$ cat src/rtl/ram_burst_reader_pkg.sv
// Shared types and sizing helpers for the RAM burst read engine.
// Imported by the top level and the testbench.
package ram_burst_reader_pkg;

    localparam int DWIDTH_DEF = 32;
    localparam int AWIDTH_DEF = 9;

    typedef enum logic [1:0] {
        ST_IDLE  = 2'd0,
        ST_READ  = 2'd1,
        ST_DRAIN = 2'd2
    } state_e;

    function automatic int max_len(input int aw);
        return 1 << aw;
    endfunction

    localparam int MAX_LEN = max_len(AWIDTH_DEF);

endpackage

$ cat src/rtl/ram_burst_reader_if.sv
// Command, RAM-port and output-stream signals of the burst reader.
// Every stream transfers a word on a cycle where valid & ready are both high; valid never waits on ready.
interface ram_burst_reader_if #(
    parameter int DWIDTH = 32,
    parameter int AWIDTH = 9
);
    logic              enable;
    logic              abort;
    logic              cmd_valid;
    logic              cmd_ready;
    logic [AWIDTH-1:0] cmd_addr;
    logic [AWIDTH:0]   cmd_len;
    logic              ram_en;
    logic              ram_we;
    logic [AWIDTH-1:0] ram_addr;
    logic [DWIDTH-1:0] ram_dout;
    logic [DWIDTH-1:0] dout;
    logic              dout_valid;
    logic              dout_ready;
    logic              dout_last;
    logic              done;
    logic              busy;

    modport master (
        input  enable, abort, cmd_valid, cmd_addr, cmd_len, ram_dout, dout_ready,
        output cmd_ready, ram_en, ram_we, ram_addr, dout, dout_valid, dout_last, done, busy
    );

    modport slave (
        output enable, abort, cmd_valid, cmd_addr, cmd_len, ram_dout, dout_ready,
        input  cmd_ready, ram_en, ram_we, ram_addr, dout, dout_valid, dout_last, done, busy
    );
endinterface

$ cat src/rtl/rx_skid_buf.sv
// Two-entry registered FIFO for read words; head register drives the output
// and keeps its last value once the FIFO empties.
module rx_skid_buf #(
    parameter int W = 33
) (
    input  logic         clk_i,
    input  logic         rst_i,
    input  logic         flush_i,
    input  logic         push_i,
    input  logic         pop_i,
    input  logic [W-1:0] data_i,
    output logic [W-1:0] data_o,
    output logic         valid_o,
    output logic [1:0]   count_o
);
    logic [W-1:0] head_q, head_d;
    logic [W-1:0] tail_q, tail_d;
    logic [1:0]   count_q, count_d;

    always_comb begin
        head_d  = head_q;
        tail_d  = tail_q;
        count_d = count_q;
        if (flush_i) begin
            count_d = 2'd0;
        end else begin
            case (count_q)
                2'd0: begin
                    if (push_i) begin
                        head_d  = data_i;
                        count_d = 2'd1;
                    end
                end
                2'd1: begin
                    if (push_i && pop_i) begin
                        head_d = data_i;
                    end else if (push_i) begin
                        tail_d  = data_i;
                        count_d = 2'd2;
                    end else if (pop_i) begin
                        count_d = 2'd0;
                    end
                end
                default: begin
                    // Full: the upstream credit check never pushes here without a pop.
                    if (pop_i) begin
                        head_d = tail_q;
                        if (push_i) tail_d = data_i;
                        else        count_d = 2'd1;
                    end
                end
            endcase
        end
    end

    always_ff @(posedge clk_i) begin
        if (rst_i) begin
            head_q  <= '0;
            tail_q  <= '0;
            count_q <= 2'd0;
        end else begin
            head_q  <= head_d;
            tail_q  <= tail_d;
            count_q <= count_d;
        end
    end

    assign data_o  = head_q;
    assign valid_o = (count_q != 2'd0);
    assign count_o = count_q;

endmodule

$ cat src/rtl/ram_burst_reader.sv
// Burst read engine: walks a RAM address range, hides the one-cycle read
// latency and emits the words as a valid/ready stream with last/done markers.
module ram_burst_reader
    import ram_burst_reader_pkg::*;
#(
    parameter int DWIDTH = 32,
    parameter int AWIDTH = 9
) (
    input  logic                 clock,
    input  logic                 reset,
    ram_burst_reader_if.master   bus,
    output state_e               state_o
);
    localparam int              MAX_WORDS = max_len(AWIDTH);
    localparam logic [AWIDTH:0] MAX_LEN_W = MAX_WORDS[AWIDTH:0];

    state_e            state_q, state_d;
    logic [AWIDTH-1:0] addr_q, addr_d;
    logic [AWIDTH:0]   rem_q, rem_d;
    logic              inflight_q, inflight_d;
    logic              inflight_last_q, inflight_last_d;
    logic              done_q, done_d;

    logic              cmd_ready_c;
    logic              issue;
    logic              pop;
    logic              push;
    logic              credit_ok;
    logic [2:0]        occupancy;
    logic [1:0]        buf_count;
    logic              buf_valid;
    logic [DWIDTH:0]   buf_data;

    assign pop       = buf_valid & bus.dout_ready;
    // A discarded in-flight word must not land in the buffer being flushed.
    assign push      = inflight_q & ~bus.abort;
    assign occupancy = {1'b0, buf_count} + {2'b00, inflight_q} - {2'b00, pop};
    assign credit_ok = (occupancy < 3'd2);

    always_comb begin
        state_d         = state_q;
        addr_d          = addr_q;
        rem_d           = rem_q;
        inflight_d      = 1'b0;
        inflight_last_d = inflight_last_q;
        done_d          = 1'b0;
        cmd_ready_c     = 1'b0;
        issue           = 1'b0;
        case (state_q)
            ST_IDLE: begin
                cmd_ready_c = bus.enable & ~bus.abort & ~reset;
                if (bus.cmd_valid && cmd_ready_c) begin
                    if (bus.cmd_len == '0) begin
                        done_d = 1'b1;
                    end else begin
                        addr_d  = bus.cmd_addr;
                        rem_d   = (bus.cmd_len > MAX_LEN_W) ? MAX_LEN_W : bus.cmd_len;
                        state_d = ST_READ;
                    end
                end
            end
            ST_READ: begin
                if (bus.enable && credit_ok) begin
                    issue           = 1'b1;
                    inflight_d      = 1'b1;
                    inflight_last_d = (rem_q == 1);
                    addr_d          = addr_q + 1'b1;
                    rem_d           = rem_q - 1'b1;
                    if (rem_q == 1) state_d = ST_DRAIN;
                end
            end
            ST_DRAIN: begin
                if (pop && buf_data[DWIDTH]) state_d = ST_IDLE;
            end
            default: state_d = ST_IDLE;
        endcase
        if (bus.abort) begin
            state_d    = ST_IDLE;
            inflight_d = 1'b0;
            done_d     = 1'b0;
            issue      = 1'b0;
        end
    end

    always_ff @(posedge clock) begin
        if (reset) begin
            state_q         <= ST_IDLE;
            addr_q          <= '0;
            rem_q           <= '0;
            inflight_q      <= 1'b0;
            inflight_last_q <= 1'b0;
            done_q          <= 1'b0;
        end else begin
            state_q         <= state_d;
            addr_q          <= addr_d;
            rem_q           <= rem_d;
            inflight_q      <= inflight_d;
            inflight_last_q <= inflight_last_d;
            done_q          <= done_d;
        end
    end

    rx_skid_buf #(
        .W(DWIDTH + 1)
    ) u_buf (
        .clk_i   (clock),
        .rst_i   (reset),
        .flush_i (bus.abort),
        .push_i  (push),
        .pop_i   (pop),
        .data_i  ({inflight_last_q, bus.ram_dout}),
        .data_o  (buf_data),
        .valid_o (buf_valid),
        .count_o (buf_count)
    );

    assign bus.cmd_ready  = cmd_ready_c;
    assign bus.ram_en     = issue;
    assign bus.ram_we     = 1'b0;
    assign bus.ram_addr   = addr_q;
    assign bus.dout       = buf_data[DWIDTH-1:0];
    assign bus.dout_valid = buf_valid;
    assign bus.dout_last  = buf_valid & buf_data[DWIDTH];
    assign bus.done       = done_q | (pop & buf_data[DWIDTH] & ~bus.abort);
    assign bus.busy       = (state_q != ST_IDLE);
    assign state_o        = state_q;

endmodule

$ cat src/flat_wrapper.sv
// flat-port wrapper written by rule: the top's interface ports become plain ports
module ram_burst_reader_flat import ram_burst_reader_pkg::*;
#(
    parameter int DWIDTH = 32,
    parameter int AWIDTH = 9
)
  (clock, reset, state_o, bus_enable, bus_abort, bus_cmd_valid, bus_cmd_addr, bus_cmd_len, bus_ram_dout, bus_dout_ready, bus_cmd_ready, bus_ram_en, bus_ram_we, bus_ram_addr, bus_dout, bus_dout_valid, bus_dout_last, bus_done, bus_busy);
  ram_burst_reader_if #(.DWIDTH(DWIDTH), .AWIDTH(AWIDTH)) bus_i ();
  input  logic clock;
  input  logic reset;
  output state_e state_o;
  input wire logic [$bits(bus_i.enable)-1:0] bus_enable;
  input wire logic [$bits(bus_i.abort)-1:0] bus_abort;
  input wire logic [$bits(bus_i.cmd_valid)-1:0] bus_cmd_valid;
  input wire logic [$bits(bus_i.cmd_addr)-1:0] bus_cmd_addr;
  input wire logic [$bits(bus_i.cmd_len)-1:0] bus_cmd_len;
  input wire logic [$bits(bus_i.ram_dout)-1:0] bus_ram_dout;
  input wire logic [$bits(bus_i.dout_ready)-1:0] bus_dout_ready;
  output wire logic [$bits(bus_i.cmd_ready)-1:0] bus_cmd_ready;
  output wire logic [$bits(bus_i.ram_en)-1:0] bus_ram_en;
  output wire logic [$bits(bus_i.ram_we)-1:0] bus_ram_we;
  output wire logic [$bits(bus_i.ram_addr)-1:0] bus_ram_addr;
  output wire logic [$bits(bus_i.dout)-1:0] bus_dout;
  output wire logic [$bits(bus_i.dout_valid)-1:0] bus_dout_valid;
  output wire logic [$bits(bus_i.dout_last)-1:0] bus_dout_last;
  output wire logic [$bits(bus_i.done)-1:0] bus_done;
  output wire logic [$bits(bus_i.busy)-1:0] bus_busy;
  assign bus_i.enable = bus_enable;
  assign bus_i.abort = bus_abort;
  assign bus_i.cmd_valid = bus_cmd_valid;
  assign bus_i.cmd_addr = bus_cmd_addr;
  assign bus_i.cmd_len = bus_cmd_len;
  assign bus_i.ram_dout = bus_ram_dout;
  assign bus_i.dout_ready = bus_dout_ready;
  assign bus_cmd_ready = bus_i.cmd_ready;
  assign bus_ram_en = bus_i.ram_en;
  assign bus_ram_we = bus_i.ram_we;
  assign bus_ram_addr = bus_i.ram_addr;
  assign bus_dout = bus_i.dout;
  assign bus_dout_valid = bus_i.dout_valid;
  assign bus_dout_last = bus_i.dout_last;
  assign bus_done = bus_i.done;
  assign bus_busy = bus_i.busy;
  ram_burst_reader #(.DWIDTH(DWIDTH), .AWIDTH(AWIDTH)) u_core (.clock(clock), .reset(reset), .bus(bus_i), .state_o(state_o));
endmodule
$ cat config.mk
export PLATFORM = sky130hd
export DESIGN_NAME = ram_burst_reader_flat
export DESIGN_NICKNAME = d
export VERILOG_FILES = /design/src/rtl/ram_burst_reader_pkg.sv /design/src/rtl/ram_burst_reader_if.sv /design/src/rtl/rx_skid_buf.sv /design/src/rtl/ram_burst_reader.sv /design/src/flat_wrapper.sv
export SDC_FILE = /design/constraint.sdc
export NUM_CORES = 1
export LEC_CHECK = 0
export CAP_MARGIN = 20
export CORE_AREA = 2 2 105 132
export DETAILED_ROUTE_END_ITERATION = 10
export DIE_AREA = 0 0 107 134
export HOLD_SLACK_MARGIN = 0.15
export PLACE_DENSITY_LB_ADDON = 0.08
export SLEW_MARGIN = 20
export SYNTH_ARGS = -nofsm -noshare
export SYNTH_HDL_FRONTEND = slang
export SYNTH_SLANG_ARGS = --single-unit
$ cat constraint.sdc
create_clock -name clock -period 4.9 [get_ports clock]
set_input_delay 0.735 -clock clock [delete_from_list [all_inputs] [get_ports clock]]
set_output_delay 0.735 -clock clock [all_outputs]
set_load 0.1 [all_outputs]
==> flow_summary.ini <==
[clock_tree]
cts_setup_buffers = 0
cts_resized = 0
clk_root_buffer_cell = clkbuf_16
clk_pin_slew_ns = 0.07
cts_hold_buf = 0
clock_sinks = 92
tritoncts = done
clock_latency_ns = 0.34
clockBufferDepth = 2
cts_buffers = 9
cts_max_level = 3

[global_routing]
grt.overflow.total = 0
grt_pass1_vias = 3491
grt_max_degree = 91
grt_pass1_wl_mm = 17.3
track_usage_pct = 15.2
antenna_found_initial = 0

[timing]
slew_viol_final = 0
worst_pin_slew_ns = 1.01
finalCritPeriodShare_pct = 76.0
fmaxAchievable_mhz = 268
setup_viol = 0
worst_slew_margin_rel_pct = 32.6
hold_viol_final = 0
period_minus_slack_ns = 3.73
rsz0062_at_grt = false
clock_skew_ns = 0.00768
fin_setup_tns_ns = 0
fin_ws_ns = 1.17
finalHoldWorstSlack_ns = 0.454

[die]
coreArea_um2 = 13100
dieArea_um2 = 14300
fp.dieH_um = 134
rows = 47
start_util_pct = 34.1
ios = 107
fp.dieW_um = 107

[power_and_ir_drop]
power_frac_clock_pct = 45.8
powerDensity_nw_per_um2 = 297
switching_share_pct = 23.6
p_seq_share_pct = 45.1
p_comb_share_pct = 9.2
p_int_mw = 1.29
p_leak_nw = 1.85
power.switching_mw = 0.397
ir_worst_vdd_uv = 186
power_mw = 1.68

[yosys]
seq_area_frac_synth_pct = 41.2
syn_area_um2 = 4470
post_synth.cell_area_avg_um2 = 8.33
yosys_warnings = 0
synthDistinctLibCells = 53
synth_edf_count = 0
netlist_instances = 536
synth_async_sr_flop_share_pct = 0
synth_ff_type = dfxtp_1
ys_ff_latch = 92
synthesis.nets = 597

[detailed_routing]
wl_mm = 10.8
drtIter0Drc = 129
drt_drc_violations_left = 0
via_count = 3756
viasPerCell = 4.93
dr.pass1.iters = 4
wl_per_cell_um = 14.2
ant_nets = 0

[finish]
final_core_utilization_pct = 43.2
layout.nets = 647
fin_area_um2 = 5670
n_antenna_cell = 0
areaGrowthSynthToFinish_pct = 27.0
fin_cells = 762
drive_gt1_share_pct = 6.26

[placement]
place.gp.congestion = 0.758
place_area_um2 = 5340
dp_worst_setup_slack_ns = 1.15
place_inst = 746
hpwlAfterDp_mm = 7.23
port_buffers = 105

[critical_path]
end_kind = output port
worstPathMaxFanout = 6
arrival_ns = 2.99
crit_type = primary input to output port
crit_required_ns = 4.16
start_kind = primary input

[status]
status = finished, final reports clean

[hold_path]
min_path_type = flop to flop

[job]
cap_violations = 0
-- flip-flops by register name (all words and copies together), names as in the netlist --
name / count
u_core.u_buf.count_o: 2
u_core.state_o: 2
u_core.inflight_q: 1
u_core.u_buf.data_o: 33
u_core.bus.ram_addr: 9
u_core.rem_q: 10
u_core.u_buf.tail_q: 33
u_core.inflight_last_q: 1
u_core.done_q: 1
-- synthesized netlist by cell type, types with 9 or more instances --
master    count  area (um2)
buf_2        15        75.1
clkbuf_1     16        60.1
buf_4        33         248
o21ai_0      11        55.1
nand2_1      82         308
a211oi_1     35         263
dfxtp_1      92        1840
a21oi_1      54         270
nor2_1       65         244
nand2b_1      9        56.3
nor3_1       11        55.1
mux2i_1      36         360
-- power groups by stage --
stage | logic [mW] | registers, mW | clock network [mW]
6_report | 0.154 | 0.759 | 0.771
5_1_grt | 0.166 | 0.759 | 0.823
4_1_cts | 0.155 | 0.759 | 0.792
3_5_place_dp | 0.154 | 0.776 | 0
3_3_place_gp | 0.154 | 0.776 | 0
2_1_floorplan | 0.0693 | 0.791 | 0
-- layout make-up --
| type | count | area [um2] |
|---|---|---|
| sequential | 92 | 1840 |
| fill | 1310 | 7440 |
| clock inverter | 6 | 93.8 |
| inverter | 5 | 18.8 |
| timing repair buffer | 110 | 1080 |
| multi-input combinational | 368 | 2180 |
| tap | 171 | 214 |
| clock buffer | 10 | 239 |
-- final timing paths --
path / from / end / slack, ns / cells past startpoint
min reg2reg: u_core.u_buf.tail_q[2]$_SDFFE_PP0P_ / u_core.u_buf.tail_q[2]$_SDFFE_PP0P_ / 0.45 / 2
min: u_core.u_buf.tail_q[2]$_SDFFE_PP0P_ / u_core.u_buf.tail_q[2]$_SDFFE_PP0P_ / 0.45 / 2
max reg2reg: u_core.u_buf.count_o[1]$_SDFFE_PP0P_ / u_core.rem_q[9]$_SDFFE_PP0P_ / 1.77 / 6
max: bus_dout_ready / bus_ram_en / 1.17 / 8
-- placed cells by master (no fill, tap or decap), types with 3 or more instances in the layout --
cell,netlist,layout
inv_1,5,5
nor3_1,11,11
clkbuf_16,0,9
nor3b_1,4,4
nand3_1,4,4
xor2_1,4,4
nor2_1,65,65
a21oi_1,54,54
ha_1,3,3
buf_4,33,7
a211oi_1,35,35
nand2_1,82,82
mux2i_1,36,36
nand2b_1,9,8
a221oi_1,3,3
clkdlybuf4s50_1,0,102
and3_1,3,3
a311oi_1,3,3
nand4_1,3,3
o32ai_1,3,3
o21ai_0,11,11
nor2b_1,3,3
dfxtp_1,92,91
-- critical path, stage by stage --
cell	delay (ns)
clkdlybuf4s50_1	0.60
xor2_1	0.16
nand2_1	0.08
fa_1	0.38
xnor2_1	0.25
nand4_1	0.30
nor2_1	0.17
buf_4	0.31
-- metal layers --
| metal | vias to the layer above | track usage [%] | wire [um] |
|---|---|---|---|
| met5 | - | 0 | 0 |
| met4 | 0 | 5.48 | 159 |
| met3 | 10 | 3.11 | 482 |
| met2 | 92 | 26.5 | 5310 |
| met1 | 1723 | 18.3 | 4890 |
| li1 | 1931 | - | - |
-- cell families (layout without fill, tap and decap cells) --
kind of cell | after synthesis | in the layout | synth area share, %
buffers and inverters | 76 | 131 | 10.2
AOI/OAI and AO/OA | 124 | 124 | 18.0
DFF | 92 | 92 | 41.2
and+or+nand+nor | 197 | 197 | 19.9
xor gates and xnor gates | 6 | 6 | 1.18
adders and majority gates | 4 | 4 | 1.29
muxes | 36 | 36 | 8.07
other | 1 | 1 | 0.0840
No activity file was read; power rests on OpenSTA's default activity.
